===== src/rtl/uart_cmd_parser.sv =====
// uart_cmd_parser: turns UART col/row/char/EOL frames into tile-buffer write commands
module uart_cmd_parser #(
  parameter int         N_COL          = 80,
  parameter int         N_ROW          = 30,
  parameter int         N_COL_WIDTH    = 7,
  parameter int         N_ROW_WIDTH    = 5,
  parameter int         N_CHARS_WIDTH  = 7,
  parameter logic [7:0] EOL_BYTE       = 8'h0A,
  parameter logic [7:0] CLR_BYTE       = 8'h0C,
  parameter int         TIMEOUT_CYCLES = 2500000
) (
  input  logic                     clk_i,
  input  logic                     rstn_i,
  input  logic                     rx_wr_i,
  input  logic [7:0]               rx_data_i,
  input  logic                     wr_ready_i,
  output logic                     wr_en_o,
  output logic [N_COL_WIDTH-1:0]   col_o,
  output logic [N_ROW_WIDTH-1:0]   row_o,
  output logic [N_CHARS_WIDTH-1:0] char_o,
  output logic                     busy_o,
  output logic                     err_o,
  output logic [7:0]               err_count_o
);
  localparam int CW = $clog2(TIMEOUT_CYCLES + 1);
  typedef enum logic [2:0] {S_COL, S_ROW, S_CHAR, S_EOL, S_RESYNC, S_CLEAR} state_t;
  state_t                   state_q;
  logic                     rx_q, wr_en_q, busy_q, sweep_q, err_q;
  logic [N_COL_WIDTH-1:0]   col_q, col_lat_q;
  logic [N_ROW_WIDTH-1:0]   row_q, row_lat_q;
  logic [N_CHARS_WIDTH-1:0] char_q;
  logic [7:0]               err_cnt_q;
  logic [CW-1:0]            cnt_q;
  logic                     strobe_d, pending_d, last_cell_d, col_wrap_d;
  logic [6:0]               b7_d;
  assign strobe_d    = rx_wr_i & ~rx_q;
  assign pending_d   = wr_en_q & ~wr_ready_i;
  assign col_wrap_d  = col_q == N_COL_WIDTH'(N_COL - 1);
  assign last_cell_d = col_wrap_d && row_q == N_ROW_WIDTH'(N_ROW - 1);
  assign b7_d        = rx_data_i[6:0];
  assign wr_en_o     = wr_en_q;
  assign col_o       = col_q;
  assign row_o       = row_q;
  assign char_o      = char_q;
  assign busy_o      = busy_q;
  assign err_o       = err_q;
  assign err_count_o = err_cnt_q;
  // Frame decoder, clear sweep, write handshake and idle timeout in one state machine
  always_ff @(posedge clk_i or negedge rstn_i) begin
    if (!rstn_i) begin
      state_q   <= S_COL;
      rx_q      <= 1'b0;
      wr_en_q   <= 1'b0;
      busy_q    <= 1'b0;
      sweep_q   <= 1'b0;
      err_q     <= 1'b0;
      col_q     <= '0;
      row_q     <= '0;
      char_q    <= '0;
      col_lat_q <= '0;
      row_lat_q <= '0;
      cnt_q     <= '0;
    end else begin
      rx_q  <= rx_wr_i;
      err_q <= 1'b0;
      if (wr_en_q && wr_ready_i) wr_en_q <= 1'b0;
      if (state_q == S_CLEAR) begin
        if (!pending_d) begin
          if (!sweep_q) begin
            wr_en_q <= 1'b1;
            sweep_q <= 1'b1;
            col_q   <= '0;
            row_q   <= '0;
            char_q  <= N_CHARS_WIDTH'(7'h20);
          end else if (last_cell_d) begin
            busy_q  <= 1'b0;
            sweep_q <= 1'b0;
            state_q <= S_COL;
          end else begin
            wr_en_q <= 1'b1;
            col_q   <= col_wrap_d ? '0 : col_q + N_COL_WIDTH'(1);
            if (col_wrap_d) row_q <= row_q + N_ROW_WIDTH'(1);
          end
        end
      end else if (strobe_d) begin
        cnt_q <= '0;
        case (state_q)
          S_COL:
            if (rx_data_i == CLR_BYTE) begin
              state_q <= S_CLEAR;
              busy_q  <= 1'b1;
            end else if (rx_data_i != EOL_BYTE) begin
              col_lat_q <= N_COL_WIDTH'(b7_d >= 7'(N_COL) ? b7_d - 7'(N_COL) : b7_d);
              state_q   <= S_ROW;
            end
          S_ROW:
            if (rx_data_i == EOL_BYTE) begin
              err_q   <= 1'b1;
              state_q <= S_COL;
            end else if (rx_data_i[4:0] >= 5'(N_ROW)) begin
              err_q   <= 1'b1;
              state_q <= S_RESYNC;
            end else begin
              row_lat_q <= N_ROW_WIDTH'(rx_data_i[4:0]);
              state_q   <= S_CHAR;
            end
          S_CHAR:
            if (pending_d) begin
              err_q   <= 1'b1;
              state_q <= S_RESYNC;
            end else begin
              wr_en_q <= 1'b1;
              col_q   <= col_lat_q;
              row_q   <= row_lat_q;
              char_q  <= N_CHARS_WIDTH'(rx_data_i[7] ? 7'h3F : b7_d);
              state_q <= S_EOL;
            end
          S_EOL:
            if (rx_data_i == EOL_BYTE) state_q <= S_COL;
            else begin
              err_q   <= 1'b1;
              state_q <= S_RESYNC;
            end
          default:
            if (rx_data_i == EOL_BYTE) state_q <= S_COL;
        endcase
      end else if (state_q != S_COL) begin
        if (cnt_q == CW'(TIMEOUT_CYCLES - 1)) begin
          err_q   <= 1'b1;
          state_q <= S_COL;
          cnt_q   <= '0;
        end else cnt_q <= cnt_q + CW'(1);
      end
    end
  end
  // Saturating count of error pulses
  always_ff @(posedge clk_i or negedge rstn_i) begin
    if (!rstn_i) err_cnt_q <= '0;
    else if (err_q && err_cnt_q != 8'hFF) err_cnt_q <= err_cnt_q + 8'd1;
  end
endmodule


===== config.mk =====
export PLATFORM = sky130hd
export DESIGN_NAME = uart_cmd_parser
export DESIGN_NICKNAME = d
export VERILOG_FILES = /design/src/rtl/uart_cmd_parser.sv
export SDC_FILE = /design/constraint.sdc
export NUM_CORES = 1
export LEC_CHECK = 0
export CORE_ASPECT_RATIO = 0.6
export CORE_UTILIZATION = 40
export DETAILED_ROUTE_END_ITERATION = 10
export PLACE_DENSITY_LB_ADDON = 0.15
export SKIP_CTS_REPAIR_TIMING = 1
export SYNTH_ARGS = -nofsm -noshare
export SYNTH_HDL_FRONTEND = slang
export SYNTH_SLANG_ARGS = --single-unit

===== constraint.sdc =====
create_clock -name clk_i -period 2 [get_ports clk_i]
set_input_delay 0.4 -clock clk_i [delete_from_list [all_inputs] [get_ports clk_i]]
set_output_delay 0.4 -clock clk_i [all_outputs]
set_load 0.005 [all_outputs]

---- Word level (Yosys, flattened, before mapping) ----
Cells that the tools add are included.
word-level totals
  bits of input ports ..................... 12
  output and inout bits ................... 30
  word-level logic and storage cells ...... 138
  bits in registers ....................... 69
cells by class
  add/subtract/negate cells ............... 5
  eq/ne operators ......................... 20
  reductions and logical operators ........ 21
  order comparisons ....................... 2
  bitwise logic cells ..................... 9
  multiplexer cells ....................... 68
operators by type and width
  operator                                               number
  2-to-1 mux 7 bit                                       16
  2-to-1 mux 22 bit                                      3
  2-to-1 mux 3 bit                                       14
  2-to-1 mux 5 bit                                       8
  2-to-1 mux 1 bit                                       25
  adder 22 x 1 -> 22 bit, second input constant          1
  equality test 22 bit, second input constant            1
  AND reduction 5 bit                                    4
  equality test 8 x 4 -> 1 bit, second input constant    2
  case mux 3 bit (4 select lines)                        1
  AND reduction 6 bit                                    2
  inequality test 2 bit, second input constant           5
  nonzero test 2 bit                                     5
  nonzero test 3 bit                                     3
  adder 8 x 1 -> 8 bit, second input constant            1
  inequality test 8 x 4 -> 1 bit, second input constant  1
  inequality test 8 bit, second input constant           1
  adder 7 x 1 -> 7 bit, second input constant            1
  equality test 7 bit, second input constant             1
  >= comparator 7 bit, second input constant             1
  inequality test 7 x 1 -> 1 bit, second input constant  1
  NOT 1 bit                                              7
  AND reduction 7 bit                                    1
  subtractor 7 bit, second input constant                1
  13 further kinds                                       19

---- Logic depth before layout (Yosys ltp) ----
Gate-level depths: netlist of run 1.
  depth after elaboration ................. 6
  gate-level depth with buffers ........... 8
  mapped depth without buffers ............ 7

---- Least setup slack after synthesis of run 1 ----
No wires, ideal clock.
  path kind ............................... input -> register
  start ................................... input port rx_data_i[4]
  end ..................................... register row_lat_q[0]
  path slack .............................. 0.091 ns
  data required time ...................... 1.875 ns
  stages .................................. 7
  setup time .............................. 0.125 ns
  arrival ................................. 1.784 ns
  cells stage by stage .................... inv_1 ha_1 nor4b_4 a21o_1 or4_4 buf_6 mux2_4
on the way
  longest elaborated chain between the ends .. 3
  elaborated cells between the ends (all ways) .. 5
ends and longest elaborated chain
  what                                                                 RTL line  source
  start: declaration                                                   15        input logic [7:0] rx_data_i,
  >= comparator 5 bit or equality test 8 x 4 -> 1 bit (tied branches)  100, 97
  NOT 1 bit (no source line)                                           --
  AND reduction 5 bit (no source line) (*)                             --
  end signal: assignment                                               104       row_lat_q <= N_ROW_WIDTH'(rx_data_i[4:0]);
  end: declaration                                                     30        logic [N_ROW_WIDTH-1:0] row_q, row_lat_q;
Every way passes the cells marked *; elsewhere a longest branch is shown, timed or not.
A chain may end at the register's enable or synchronous reset.

---- Worst setup path in the final report of run 1 ----
  start ................................... register cnt_q[7]
  end ..................................... register state_q[0]
on the way
  longest elaborated chain between the ends .. 3
ends and longest elaborated chain
  what                                  RTL line  source
  start: declaration                    33        logic [CW-1:0] cnt_q;
  start signal: assignment              132       end else cnt_q <= cnt_q + CW'(1);
  equality test 22 bit                  128       if (cnt_q == CW'(TIMEOUT_CYCLES - 1)) begin
  nonzero test 3 bit (no source line)   --
  AND reduction 7 bit (no source line)  --
  end signal: assignment                122       state_q <= S_RESYNC;
  end signal: assignment                125       if (rx_data_i == EOL_BYTE) state_q <= S_COL;
  end signal: assignment                130       state_q <= S_COL;
  end: declaration                      27        state_t state_q;
Every way passes these cells.

==> results_dict.tcl, run 1 <==
set metrics [dict create \
    max_stage_delay_ns 0.60 \
    chipWidth_um 130 \
    antenna_cells_inserted 0 \
    max_clock_freq_mhz 483 \
    die_height_um 78.9 \
    effective_utilization_at_floorplan_pct 42.1 \
    dr.first_iter.drc_count 451 \
    synth.yosys.seq_area_share_pct 43.8 \
    final.min_clock_period_ns 2.07 \
    gr-usage-all-layers_pct 23.0 \
    synth-simple-area-share_pct 23.6 \
    grt_overflow 0 \
    path_class "register to register" \
    postRouteAntennaNets 0 \
    post_synth_num_cell_types 72 \
    hold_violations 0 \
    grt_antenna_before_repair 0 \
    critical_path_arrival_ns 2.28 \
    maximum_number_of_pins_on_one_net_before_global_route_repair 44 \
    yosys_warnings 0 \
    power.share.sequential_pct 32.8 \
    outcome "complete, but fails checks" \
    cts_tree "built" \
    crit_path_max_fanout 8 \
    timing.final.ws_setup_ns -0.0688 \
    core.rowCount 27 \
    synth_enable_flop_cells 0 \
    synth.mux.area_fraction_pct 3.87 \
    finalCritPeriodShare_pct 103 \
    cp_max_delay_cell "sky130_fd_sc_hd__o41a_4" \
    remaining_drc_errors 0 \
    ys_seq_elements 69 \
    hold_class "input port to asynchronous set/reset pin" \
    power.net_switching_mw 2.37 \
    crit_path_end_kind "register" \
    cts_buffer_depth 2 \
    layout.nets 538 \
    synth.avg_cell_area_um2 9.52 \
    report.power.total_mw 6.58 \
    final-setup-viol-count 3 \
    synth_fa_ha_area_share_pct 1.91 \
    post-synth-top-count-cell "sky130_fd_sc_hd__dfrtp_1" \
    post_synth_main_area_contributors "sky130_fd_sc_hd__dfrtp_1 44%, sky130_fd_sc_hd__o21ai_0 4.8%, sky130_fd_sc_hd__nand2_1 4.4%, sky130_fd_sc_hd__a31oi_1 3.7%, sky130_fd_sc_hd__nand3_1 3.3%" \
    worst-endpoint-required_ns 2.21 \
    worst_slew_pin_slew_ns 0.510 \
    clock_power_share_pct 23.9 \
    combinationalPowerShare_pct 43.3 \
    power.internal_mw 4.21 \
    synth_largest_type_area_fraction_pct 43.8 \
    power_density_nw_per_um2 1190 \
    floorplan.io_pins 42 \
    design.die.area_um2 10300 \
    core_area_um2 9360 \
    place_hpwl_um 8000 \
    wirelength_um 11400 \
    worst_skew_pair.late_latency_ns 0.33 \
    timing.critical_path.max_delay_family "compound AO/OA/AOI/OAI gates" \
    netSwitchingFraction_pct 36.1 \
    grt_pass1_wl_um 17900 \
    cts_made_buffers 9 \
    max_cap_viol_count 0 \
    post_synthesis_compound_gate_area_fraction_pct 19.8 \
    portBuffers 41 \
    path_buf_inv 0 \
    synth-async-reset-ratio_pct 100 \
    critPathLaunchType "register" \
    h-tree-depth 3 \
    synth_area_leader_cell "sky130_fd_sc_hd__dfrtp_1" \
    via_per_inst 5.72 \
    grt_pass1_vias 3444 \
    gp_congestion 0.914 \
    grt_setup_unrepaired "true" \
    postSynthNetCount 432 \
    path_cells "nand2_1, or3_4, o41a_4, a211o_1, a32o_1" \
    ctsRootBufferMaster "sky130_fd_sc_hd__clkbuf_16" \
    post_synth_xor_area_fraction_pct 2.22 \
    failed_checks "negative setup slack" \
    synthesis.area_um2 3940 \
    timing.slew.headroom_pct 66.0 \
    fraction_of_layout_instances_using_a_drive_strength_above_1_pct 27.8 \
    fin_util_pct 59.0 \
    static-leakage-power_nw 2.44 \
    vdd_ir_drop_max_mv 0.832 \
    post_synth_inst_count 414 \
    clk_pin_slew_ns 0.05 \
    dominantRegCellSynth "sky130_fd_sc_hd__dfrtp_1" \
    clkSinkCount 69 \
    via_count 3748 \
    synth_top_family_by_area "simple AND/OR/NAND/NOR gates" \
    route.detailed.wl_per_inst_um 17.3 \
    fin_worst_skew_ns 0.00739 \
    drt_pre_antenna_iters 5 \
    areaGrowthSynthToFinish_pct 40.1 \
    ys_top_cells_by_count "69 x sky130_fd_sc_hd__dfrtp_1, 46 x sky130_fd_sc_hd__nand2_1, 38 x sky130_fd_sc_hd__o21ai_0, 26 x sky130_fd_sc_hd__nand3_1, 25 x sky130_fd_sc_hd__nor2_1" \
    drv_slew 0 \
]
-- kinds of logic after synthesis --
kind of cell / after synthesis
AND/OR/NAND/NOR: 165
AO/OA/AOI/OAI: 116
flip-flops: 69
buffers and inverters: 36
multiplexers: 12
XOR/XNOR: 10
adder cells (fa/ha/maj): 6
-- worst paths after layout --
kind,end,cells after the start,slack (ns),startpoint
setup / recovery,state_q[0],5,-0.07,cnt_q[7]
hold / removal,err_count_o[0],1,0.04,rstn_i
setup reg to reg,state_q[0],5,-0.07,cnt_q[7]
hold reg to reg,char_o[0],2,0.47,char_o[0]
max in group asynchronous,state_q[1],2,1.34,rstn_i
min in group clk_i,char_o[0],2,0.47,char_o[0]
-- metrics by stage --
| step | cells | hold slack (ns) | TNS, ns | setup slack, ns | area, µm² |
|---|---|---|---|---|---|
| after floorplan | 414 | 0.104 | 0 | 0.0905 | 3940 |
| after CTS | 644 | 0.0430 | -2.28 | -0.204 | 5210 |
| after global placement | 628 | 0.401 | -13.08 | -0.397 | 4920 |
| final | 655 | 0.0392 | -0.0808 | -0.0688 | 5520 |
| after detailed placement | 628 | 0.399 | -14.37 | -0.460 | 4920 |
| after global routing | 655 | 0.0644 | -1.27 | -0.153 | 5520 |
-- per-layer routing --
metal | share of wire [%] | track usage (%) | vias up
met5 | 0 | 0 | -
met4 | 0.69 | 5.58 | 0
met3 | 9.6 | 6.81 | 7
met2 | 41 | 31.2 | 169
met1 | 49 | 35.1 | 1814
li1 | - | - | 1758
-- state kept, by name, indices dropped and copies added (netlist names) --
name / count
char_o: 7
col_o: 7
state_q: 3
busy_o: 1
err_o: 1
cnt_q: 22
rx_q: 1
row_lat_q: 5
col_lat_q: 7
err_count_o: 8
wr_en_o: 1
sweep_q: 1
row_o: 5
-- cell usage in the layout, fill, tap and decap left out, types with 3 or more instances in the layout --
cell type	count
sky130_fd_sc_hd__clkdlybuf4s50_1	34
sky130_fd_sc_hd__a32oi_1	3
sky130_fd_sc_hd__mux2_2	6
sky130_fd_sc_hd__a31oi_1	21
sky130_fd_sc_hd__nor4_4	3
sky130_fd_sc_hd__nor2b_1	4
sky130_fd_sc_hd__a21oi_1	16
sky130_fd_sc_hd__a41oi_2	5
sky130_fd_sc_hd__and3_1	6
sky130_fd_sc_hd__nand2_1	45
sky130_fd_sc_hd__xnor2_1	7
sky130_fd_sc_hd__nor2_1	25
sky130_fd_sc_hd__nor3_1	7
sky130_fd_sc_hd__dfrtp_1	68
sky130_fd_sc_hd__nand3_1	25
sky130_fd_sc_hd__buf_12	4
sky130_fd_sc_hd__mux2_4	5
sky130_fd_sc_hd__o21ai_1	13
sky130_fd_sc_hd__inv_1	12
sky130_fd_sc_hd__o21ai_0	27
sky130_fd_sc_hd__nand4_1	11
sky130_fd_sc_hd__dlymetal6s2s_1	6
sky130_fd_sc_hd__a32o_1	3
sky130_fd_sc_hd__or3_1	3
sky130_fd_sc_hd__clkbuf_16	11
sky130_fd_sc_hd__xor2_1	3
sky130_fd_sc_hd__nand2b_1	5
sky130_fd_sc_hd__buf_4	68
sky130_fd_sc_hd__nor3b_1	4
-- power by group through the flow --
| stage | sequential (mW) | clock [mW] | combinational [mW] |
|---|---|---|---|
| floorplan | 2.09 | 0 | 1.40 |
| global placement | 2.14 | 0 | 2.55 |
| detailed placement | 2.14 | 0 | 2.60 |
| CTS | 2.13 | 1.61 | 2.62 |
| global route | 2.21 | 1.68 | 3.11 |
| finish | 2.16 | 1.58 | 2.85 |
-- area by class of cell --
cell class | count | area [µm²]
timing repair buffer | 117 | 1080
inverter | 13 | 48.8
clock buffer | 12 | 246
sequential | 69 | 1730
fill | 788 | 3840
clock inverter | 4 | 47.5
tap | 130 | 163
multi-input combinational | 310 | 2200
-- worst register-to-register path, delay by kind of cell, from the launching register on --
family / cells / cell delay, ns
AO/OA/AOI/OAI: 3 / 1.08
flip-flops: 1 / 0.39
AND/OR/NAND/NOR: 2 / 0.49
(Power assumes the default switching activity.)
==> run 2: changes to the inputs <==
--- a/config.mk
+++ b/config.mk
@@ -6,8 +6,10 @@
 export NUM_CORES = 1
 export LEC_CHECK = 0
 export CORE_ASPECT_RATIO = 0.6
+export CORE_MARGIN = 8
 export CORE_UTILIZATION = 40
 export DETAILED_ROUTE_END_ITERATION = 10
+export GPL_TIMING_DRIVEN = 1
 export PLACE_DENSITY_LB_ADDON = 0.15
 export SKIP_CTS_REPAIR_TIMING = 1
 export SYNTH_ARGS = -nofsm -noshare
==> run 2 against run 1 <==
- sequential power hardly changed
- worst setup slack better by 0.13 ns
- worst hold slack better by 0.20 ns
- the run now ends clean
- clock skew grew 0.0029 ns
- largest cell class unchanged
- register-to-register slack better by 0.13 ns
- critical path depth did not move
- routed wire length shrank 5.0%
- sequential share of layout area is 1.1 points higher
- highest routed layer unchanged
==> results_dict.tcl, run 2 (synthesis gave the netlist of run 1 again) <==
set metrics [dict create \
    path_class "register to register" \
    areaGrowthSynthToFinish_pct 35.1 \
    hold_class "input port to register" \
    maximum_number_of_pins_on_one_net_before_global_route_repair 43 \
    worst_slew_pin_slew_ns 0.562 \
    remaining_drc_errors 0 \
    path_cells "nand2_2, or3_4, o41a_1, a211o_1, a32o_1" \
    crit_path_max_fanout 4 \
    grt_setup_unrepaired "true" \
    finalInstanceArea_um2 5320 \
    timing.critical_path.max_delay_family "compound AO/OA/AOI/OAI gates" \
    grt_overflow 0 \
    effective_utilization_at_floorplan_pct 40.6 \
    critical_path_arrival_ns 2.16 \
    design.die.area_um2 13400 \
    fin_util_pct 54.8 \
    cts_made_buffers 9 \
    cts_tree "built" \
    max_cap_viol_count 0 \
    power_density_nw_per_um2 1180 \
    drv_slew 0 \
    static-leakage-power_nw 2.39 \
    hold_violations 0 \
    fin_worst_skew_ns 0.0103 \
    place_hpwl_um 8070 \
    fin_tns_setup_ns 0 \
    via_per_inst 5.43 \
    antenna_cells_inserted 0 \
    grt_pass1_vias 3278 \
    timing.slew.headroom_pct 62.5 \
    fraction_of_layout_instances_using_a_drive_strength_above_1_pct 24.7 \
    floorplan.io_pins 42 \
    report.power.total_mw 6.29 \
    postPlaceCellArea_um2 4910 \
    numPlacedInstances 635 \
    path_buf_inv 0 \
    dr.first_iter.drc_count 303 \
    registers.top_by_ff_count "cnt_q" \
    core_area_um2 9700 \
    outcome "finished clean" \
    clk_pin_slew_ns 0.06 \
    route.detailed.wl_per_inst_um 16.5 \
    cts_buffer_depth 2 \
    cp_max_delay_cell "sky130_fd_sc_hd__o41a_1" \
    leading_cell_types_in_the_layout_fill_and_taps_excluded "69 x sky130_fd_sc_hd__dfrtp_1, 66 x sky130_fd_sc_hd__buf_4, 44 x sky130_fd_sc_hd__nand2_1" \
    gr-usage-all-layers_pct 16.7 \
    worst-endpoint-required_ns 2.22 \
    vdd_ir_drop_max_mv 0.569 \
    place_worst_setup_slack_ns -0.467 \
    ctsRootBufferMaster "sky130_fd_sc_hd__clkbuf_16" \
    drt_pre_antenna_iters 5 \
    timing.final.ws_setup_ns 0.0603 \
    portBuffers 41 \
    h-tree-depth 3 \
    postRouteAntennaNets 0 \
    largest_register_ffs 22 \
    final-setup-viol-count 0 \
    worst_hold_slack_ns 0.244 \
    layoutNonFillerInstCount 653 \
    grt_antenna_before_repair 0 \
    worst_skew_pair.late_latency_ns 0.33 \
    chipWidth_um 144 \
    die_height_um 92.9 \
    core.rowCount 28 \
    final.min_clock_period_ns 1.94 \
    final_common_cell "sky130_fd_sc_hd__dfrtp_1" \
    max_clock_freq_mhz 516 \
    wirelength_um 10800 \
    max_stage_delay_ns 0.52 \
    crit_path_end_kind "register" \
    layout.nets 532 \
    critPathLaunchType "register" \
    gp_congestion 0.853 \
    clkSinkCount 69 \
    via_count 3546 \
    grt_pass1_wl_um 17500 \
    finalCritPeriodShare_pct 97.0 \
]
-- run 2: cell types whose count changed in the layout (fill, tap and decap cells not counted), moves of 3 or more --
| cell | delta |
|---|---|
| sky130_fd_sc_hd__a41oi_1 | +3 |
| sky130_fd_sc_hd__a41oi_2 | -3 |
| sky130_fd_sc_hd__o21ai_0 | +10 |
| sky130_fd_sc_hd__o21ai_1 | -9 |
-- run 2: cell type report --
cell class	instances	area (µm²)
clock buffer	14	274
clock inverter	1	5.00
fill	846	4380
inverter	13	48.8
multi-input combinational	309	2110
sequential	69	1730
tap	135	169
timing repair buffer	112	993
-- run 2: worst paths after layout --
path | from | end | slack, ns | cells after the start
setup / recovery | cnt_q[7] | state_q[0] | 0.06 | 5
hold reg to reg | char_o[3] | char_o[3] | 0.48 | 2
setup reg to reg | cnt_q[7] | state_q[0] | 0.06 | 5
max in group asynchronous | rstn_i | char_o[4] | 0.82 | 3
hold / removal | rx_wr_i | rx_q | 0.24 | 1
min in group asynchronous | rstn_i | err_count_o[1] | 0.42 | 2
-- run 2: per-layer routing --
layer	up-vias	GRT usage (%)	wire [µm]
met3	5	4.73	801
li1	1736	-	-
met5	-	0	0
met1	1703	27.1	5900
met2	102	19.8	4010
met4	0	4.65	79
-- run 2: report_power, final --
part           total [mW]  internal (mW)  switching [mW]  leakage, nW
Combinational        2.66           1.34            1.33         1.35
Sequential           2.13           1.79           0.337        0.902
Clock                1.51          0.933           0.573        0.139
Total                6.29           4.06            2.24         2.39
